**src/rtl/sdfm_pkg.sv**
```systemverilog
// Shared constants for the sigma-delta filter path: decimation width,
// maximum filter order and settle-counter sizing.
package sdfm_pkg;

    localparam int ORDER_MAX = 3;
    localparam int DEC_W     = 8;
    localparam int SETTLE_W  = 2;

    // R^order with R up to 2^DEC_W needs order*DEC_W+1 bits.
    function automatic int calc_acc_w(input int order);
        return order * DEC_W + 1;
    endfunction

endpackage

```
**src/rtl/sinc_integrator.sv**
```systemverilog
// One CIC integrator stage: accumulates inc_i every cycle while enabled,
// cleared synchronously by reset or by dropping the enable.
module sinc_integrator #(
    parameter int ACC_W = 25
) (
    input  logic             clk_i,
    input  logic             rst_ni,
    input  logic             en_i,
    input  logic [ACC_W-1:0] inc_i,
    output logic [ACC_W-1:0] acc_o
);

    logic [ACC_W-1:0] acc_q;
    logic [ACC_W-1:0] acc_d;

    // Modulo-2^ACC_W wrap is intended; the comb section cancels it.
    always_comb begin
        acc_d = acc_q + inc_i;
    end

    always_ff @(posedge clk_i) begin
        if (!rst_ni || !en_i) begin
            acc_q <= '0;
        end else begin
            acc_q <= acc_d;
        end
    end

    assign acc_o = acc_q;

endmodule

```
**src/rtl/sinc_filter.sv**
```systemverilog
// CIC/sincN decimation filter for one sigma-delta bitstream.
// Optional macro SDFM_DATA_SYNC_EN inserts a 2-flop synchronizer on data_in.
module sinc_filter
    import sdfm_pkg::*;
#(
    parameter int ORDER = 3,
    parameter int ACC_W = 25
) (
    input  logic             clk_in,
    input  logic             SYSRSTn,
    input  logic             filter_en,
    input  logic             data_in,
    input  logic             osr,
    output logic [ACC_W-1:0] data_out,
    output logic             data_valid
);

    localparam logic [SETTLE_W-1:0] SETTLE_DONE = SETTLE_W'(ORDER);

    if (ORDER < 1 || ORDER > ORDER_MAX || ACC_W < calc_acc_w(ORDER)) begin : g_bad_param
        $error("sinc_filter: illegal ORDER/ACC_W combination");
    end

    logic sample;

`ifdef SDFM_DATA_SYNC_EN
    logic [1:0] sync_q;

    always_ff @(posedge clk_in) begin
        if (!SYSRSTn) begin
            sync_q <= '0;
        end else begin
            sync_q <= {sync_q[0], data_in};
        end
    end

    assign sample = sync_q[1];
`else
    assign sample = data_in;
`endif

    logic [ORDER:0][ACC_W-1:0] integ;

    assign integ[0] = ACC_W'(sample);

    for (genvar k = 1; k <= ORDER; k++) begin : g_integ
        sinc_integrator #(
            .ACC_W(ACC_W)
        ) u_integ (
            .clk_i (clk_in),
            .rst_ni(SYSRSTn),
            .en_i  (filter_en),
            .inc_i (integ[k-1]),
            .acc_o (integ[k])
        );
    end

    logic [ORDER-1:0][ACC_W-1:0] z_q;
    logic [ORDER:0][ACC_W-1:0]   comb_d;
    logic [ACC_W-1:0]            data_out_q;
    logic                        data_valid_q;
    logic [SETTLE_W-1:0]         settle_q;

    // Comb chain evaluated in the strobe cycle from the current last-integrator value.
    always_comb begin
        comb_d    = '0;
        comb_d[0] = integ[ORDER];
        for (int k = 0; k < ORDER; k++) begin
            comb_d[k+1] = comb_d[k] - z_q[k];
        end
    end

    // The settle counter masks valid until every comb delay holds a post-clear sample.
    always_ff @(posedge clk_in) begin
        if (!SYSRSTn || !filter_en) begin
            z_q          <= '0;
            data_out_q   <= '0;
            data_valid_q <= 1'b0;
            settle_q     <= '0;
        end else begin
            data_valid_q <= 1'b0;
            if (osr) begin
                z_q          <= comb_d[ORDER-1:0];
                data_out_q   <= comb_d[ORDER];
                data_valid_q <= (settle_q == SETTLE_DONE);
                if (settle_q != SETTLE_DONE) begin
                    settle_q <= settle_q + 1'b1;
                end
            end
        end
    end

    assign data_out   = data_out_q;
    assign data_valid = data_valid_q;

endmodule

```
**config.mk**
```make
export PLATFORM = sky130hd
export DESIGN_NAME = sinc_filter
export DESIGN_NICKNAME = d
export VERILOG_FILES = /design/src/rtl/sdfm_pkg.sv /design/src/rtl/sinc_integrator.sv /design/src/rtl/sinc_filter.sv
export SDC_FILE = /design/constraint.sdc
export NUM_CORES = 1
export LEC_CHECK = 0
export CELL_PAD_IN_SITES_DETAIL_PLACEMENT = 1
export CELL_PAD_IN_SITES_GLOBAL_PLACEMENT = 2
export CORE_MARGIN = 3
export CORE_UTILIZATION = 42
export DETAILED_ROUTE_END_ITERATION = 12
export GPL_TIMING_DRIVEN = 0
export HOLD_SLACK_MARGIN = 0.03
export PLACE_DENSITY = 0.9
export SYNTH_ARGS = -nofsm -noshare
export SYNTH_HDL_FRONTEND = slang
export SYNTH_SLANG_ARGS = --single-unit
export TNS_END_PERCENT = 20
```
**constraint.sdc**
```tcl
create_clock -name clk_in -period 11.4 [get_ports clk_in]
set_input_delay 2.28 -clock clk_in [delete_from_list [all_inputs] [get_ports clk_in]]
set_output_delay 2.28 -clock clk_in [all_outputs]
set_load 0.005 [all_outputs]
```
Yosys cells after proc, flatten, opt, wreduce, memory -nomap -nowiden
Index checks and enable logic that the tools add are counted.
{"block": "totals", "latch_bits": 0, "inputBits": 5, "n_memories": 0, "regBits": 178, "ram_bits": 0, "romBits": 0}
{"block": "op_classes", "bitwise_logic": 1, "div": 0, "n_mul": 0, "n_lt_le_gt_ge": 0, "n_shift": 0, "n_eq_ne": 2, "mux": 0, "n_addsub": 7, "reduce_logical": 5}
{"cell": "$sub 25x25->25", "n": 3}
{"cell": "$add 25x25->25", "n": 2}
{"cell": "$add 25x1->25", "n": 1}
{"cell": "$add 2x1->2 const B", "n": 1}
{"cell": "$eq 2x2->1 const B", "n": 1}
{"cell": "$logic_not 1->1", "n": 2}
{"cell": "$ne 2x2->1 const B", "n": 1}
{"cell": "$reduce_and 2->1", "n": 1}
{"cell": "$reduce_or 2->1", "n": 1}
{"cell": "$logic_or 1x1->1", "n": 1}
{"cell": "$not 1->1", "n": 1}

Longest topological paths before layout
{"block": "logic_depth", "ltp_word": 3, "mapped_depth": 30, "ltp_nobuf": 30}

By module
Synthesis repeated with hierarchy kept, for this count alone.
{"block": "unflattened", "cells_unflattened": 1698, "hier_area_um2": 13538.0}
{"mod": "sinc_filter", "instances": 1, "seq_area_each_um2": 2062.0, "area_each_um2": 7482.2, "cells_per_inst": 930}
{"mod": "sinc_integrator at g_integ[1].u_integ ...", "instances": 2, "seq_area_each_um2": 500.5, "area_each_um2": 2030.7, "cells_per_inst": 265}
{"mod": "sinc_integrator at g_integ[3].u_integ", "instances": 1, "seq_area_each_um2": 500.5, "area_each_um2": 1994.4, "cells_per_inst": 238}

Worst setup path after synthesis
Ideal clock, no wire load.
{"block": "synth_timing", "path_type": "register -> register", "startpoint": "register g_integ[3].u_integ.acc_q[0]", "endpoint": "register data_out_q[24], in the netlist data_out[24]", "path_buffers": 0, "setup_time_ps": 126, "arrival_time_ps": 4925, "slack_ps": 6349, "stages_incl_launch_ff": 28, "synth_period_minus_slack_ps": 5051, "cell_sequence": "dfxtp_1 -> inv_1 -> ha_1 -> inv_1 -> fa_1 -> a211o_1 -> o211ai_1 -> a211oi_2 -> o21ai_0 -> nand2b_1 -> a21oi_1 -> xnor2_1 -> ha_1 -> nand2_1 -> a2111o_1 -> a31oi_1 -> o21ai_0 -> a21oi_1 -> o21a_1 -> nor2_1 -> xnor2_1 -> ha_1 -> or3_1 -> o221ai_1 -> mux2i_1 -> o2111ai_1 -> nor4_1 -> nor3_1"}
{"element": "start: declaration", "line": "sinc_integrator.sv:13", "rtl": "logic [ACC_W-1:0] acc_q;"}
{"element": "start signal: assignment", "line": "sinc_integrator.sv:23", "rtl": "acc_q <= '0;"}
{"element": "start signal: assignment", "line": "sinc_integrator.sv:25", "rtl": "acc_q <= acc_d;"}
{"element": "end signal: assignment", "line": "sinc_filter.sv:84", "rtl": "data_out_q <= comb_d[ORDER];"}
{"element": "end: declaration", "line": "sinc_filter.sv:60", "rtl": "logic [ACC_W-1:0] data_out_q;"}

==> metrics <==
status completed; Yosys cell types 77; worst-path maximum fanout 5; CP top delay family compound AO/OA/AOI/OAI gates; fraction of layout cells with a size suffix above 1 0.0343; DRC 0; critical path's slowest cell fa_1; sw frac 0.288; Max Slew Vio Count 0; Avg Vias per Cell 5.35; Die Y 174 um; routed wl met2 14700 um; power share of the clock group 0.387; Clock Tree Buf Depth 2; CP bufs+invs 2; top post-synthesis cells by count nor2_1 (212), dfxtp_1 (178), ha_1 (123), inv_1 (112), a21oi_1 (78); CP Class flip-flop to flip-flop; FFs w/ async S/R, synth 0; LEAKAGE 5.53 nW; Final Hold Fails 0; post-route minimum period 6.13 ns; Setup crit end kind flip-flop; Critical Path Start Type flip-flop; Synth Area per Inst 8.31 um^2; Worst Tran Pin Value 1.21 ns; Final period util 0.538; Core ar. 27300 um^2; Clock Sinks 178; area grow syn2layout 11.2%; Post-CTS Setup Repair Bufs 0; clk_lat worst skew 0.44 ns; Fin Clk Skew 0.0161 ns; via count of the first global-routing pass 10300; total power 1.51 mW; CTS tree done; Area contributors post-synth dfxtp_1 (30%), ha_1 (13%), nor2_1 (6.7%); post-route ant nets 0; most common cell in the synthesized netlist nor2_1; EDFF count, synth 0; setup TNS 0 ns; Worst-path clk slew 0.07 ns; Final Setup Violations 0; post-CTS sizing 0; root buf cell clkbuf_16; Final Net Count 1607; Final HPWL DP 23700 um; FP Rows 60; CP max stage delay 0.41 ns; Max-Cap Viols 0; power density cells 114 nW/um^2; share of the synthesized area in the top cell type 0.301; Rel. slew slack 0.196; drt initial violations 340; sequential area share after synthesis 0.301; Sw Pwr 434 uW; Worst EP arrival 6.45 ns; post-synthesis cell area 11800 um^2; largest net degree at the start of global routing 17; antenna cells 0; highest routed layer met4; Vias 9934; RSZ-0062 raised after global routing false; largest area contributor in the netlist dfxtp_1; M1 WL 14100 um; Most common cell on crit path ha_1; die area 30300 um^2; Comb pwr share 0.189; internal power 1.07 mW; boundary pin count 31; worst vdd ir 0.0682 mV; Pre-antenna DRT Iters 4; Post-CTS Hold Buffers 0; cell count after synthesis 1426; Synth Warn # 0; input/output buffers 29; gr ovfl total 0; Reg power frac 0.424; final weighted congestion in routability-driven placement 0.850; global-route wire length before repair 51300 um; DR WL met3 710 um; CP required 11.72 ns; H-tree depth 4; FMAX 163 MHz; TritonCTS buffer count 17; WHS Path Cells 2; initial antenna violation count 0; Routed WL 30200 um; Synth Flop Type dfxtp_1; Synth Register Bits 178; Starting Density 0.434; worst-case reg-to-reg path depth 28; GR Util All Layers 0.206; Worst Hold Class flip-flop to flip-flop; Crit path depth 28; WL/cell 16.3 um; Mapped Nets 1559; Die Span X 174 um
-- routing by layer --
metal	vias to the layer above	global-route usage
met5	-	0
met4	0	0.0643
met3	36	0.0242
met2	84	0.370
met1	4688	0.257
li1	5126	-
-- sequential cells by signal, summed over array words and instances, names as in the netlist --
name and flops:
z_q 75, data_valid 1, g_integ.u_integ.acc_o 75, data_out 25
settle_q 2
-- placed cells by master, fill, tap and decap left out, types with 4 or more instances in the layout --
master	netlist	routed
o2111ai_1	4	4
a21o_1	33	33
dfxtp_1	178	178
and3_1	14	14
clkdlybuf4s50_1	0	29
nor2_1	212	212
a211oi_1	20	20
nor2b_1	15	15
nand3_1	35	35
mux2i_1	77	77
inv_1	112	112
buf_1	9	9
or4_1	5	5
xor2_1	45	45
o21bai_1	12	12
clkbuf_16	0	17
inv_6	0	4
o31ai_1	8	8
a31oi_1	13	13
fa_1	5	5
o21ai_1	4	4
ha_1	123	123
a21boi_0	9	9
xnor2_1	62	62
a31o_2	4	4
a211o_1	4	4
nand2_1	65	65
clkbuf_1	29	29
and2_1	5	5
o211ai_1	9	9
nand2b_1	25	25
o21a_1	20	20
and4_1	4	4
o22ai_1	4	4
nand4_1	11	11
or3_1	13	13
a21oi_1	78	78
nand3b_1	4	4
nor3_1	28	28
o21ai_0	66	66
-- cells by family after synthesis --
| kind of cell | synth area share |
|---|---|
| XOR/XNOR | 0.0791 |
| multiplexers | 0.0651 |
| buffers and inverters | 0.0475 |
| AO/OA/AOI/OAI | 0.192 |
| flip-flops | 0.301 |
| AND/OR/NAND/NOR | 0.177 |
| adder cells (fa/ha/maj) | 0.138 |
-- path summary, 6_finish.rpt --
kind	from	to	slack (ns)
hold / removal	z_q[45]	z_q[45]	0.47
hold reg to reg	z_q[45]	z_q[45]	0.47
setup / recovery	g_integ[3].u_integ.acc_o[0]	data_out[24]	5.27
setup reg to reg	g_integ[3].u_integ.acc_o[0]	data_out[24]	5.27
-- final cells by class --
class / count / area, um^2
multi-input combinational: 1098 / 7720
buffer: 38 / 143
clock inverter: 12 / 124
fill: 3385 / 14100
clock buffer: 19 / 453
inverter: 112 / 420
tap: 372 / 465
sequential: 178 / 3560
timing repair buffer: 29 / 290
-- worst reg2reg max path: cells and delay by family, from the launching register on --
family                     cells  cell delay (ns)
buffers and inverters          2             0.11
DFF                            1             0.34
adders and majority gates      4             1.33
muxes                          1             0.22
and+or+nand+nor                8             1.05
xor gates and xnor gates       1             0.12
AOI/OAI and AO/OA             12             2.81
-- power by group through the flow --
stage / Sequential (mW) / Clock (mW) / Combinational (mW)
finish: 0.640 / 0.584 / 0.285
global route: 0.642 / 0.627 / 0.317
CTS: 0.640 / 0.602 / 0.286
detailed placement: 0.654 / 0 / 0.284
global placement: 0.654 / 0 / 0.278
floorplan: 0.654 / 0 / 0.206
-- stage by stage --
| step | setup slack [ns] | hold slack [ns] | cells | util | cell area [um^2] |
|---|---|---|---|---|---|
| final | 5.27 | 0.468 | 1858 | 0.482 | 13200 |
| after detailed placement | 5.28 | 0.461 | 1827 | 0.461 | 12600 |
| after CTS | 5.23 | 0.471 | 1858 | 0.482 | 13200 |
| after global placement | 5.42 | 0.458 | 1827 | 0.461 | 12600 |
| after global routing | 4.65 | 0.513 | 1858 | 0.482 | 13200 |
| after floorplan | 6.35 | 0.445 | 1426 | - | 11800 |
(Power assumes the default switching activity.)
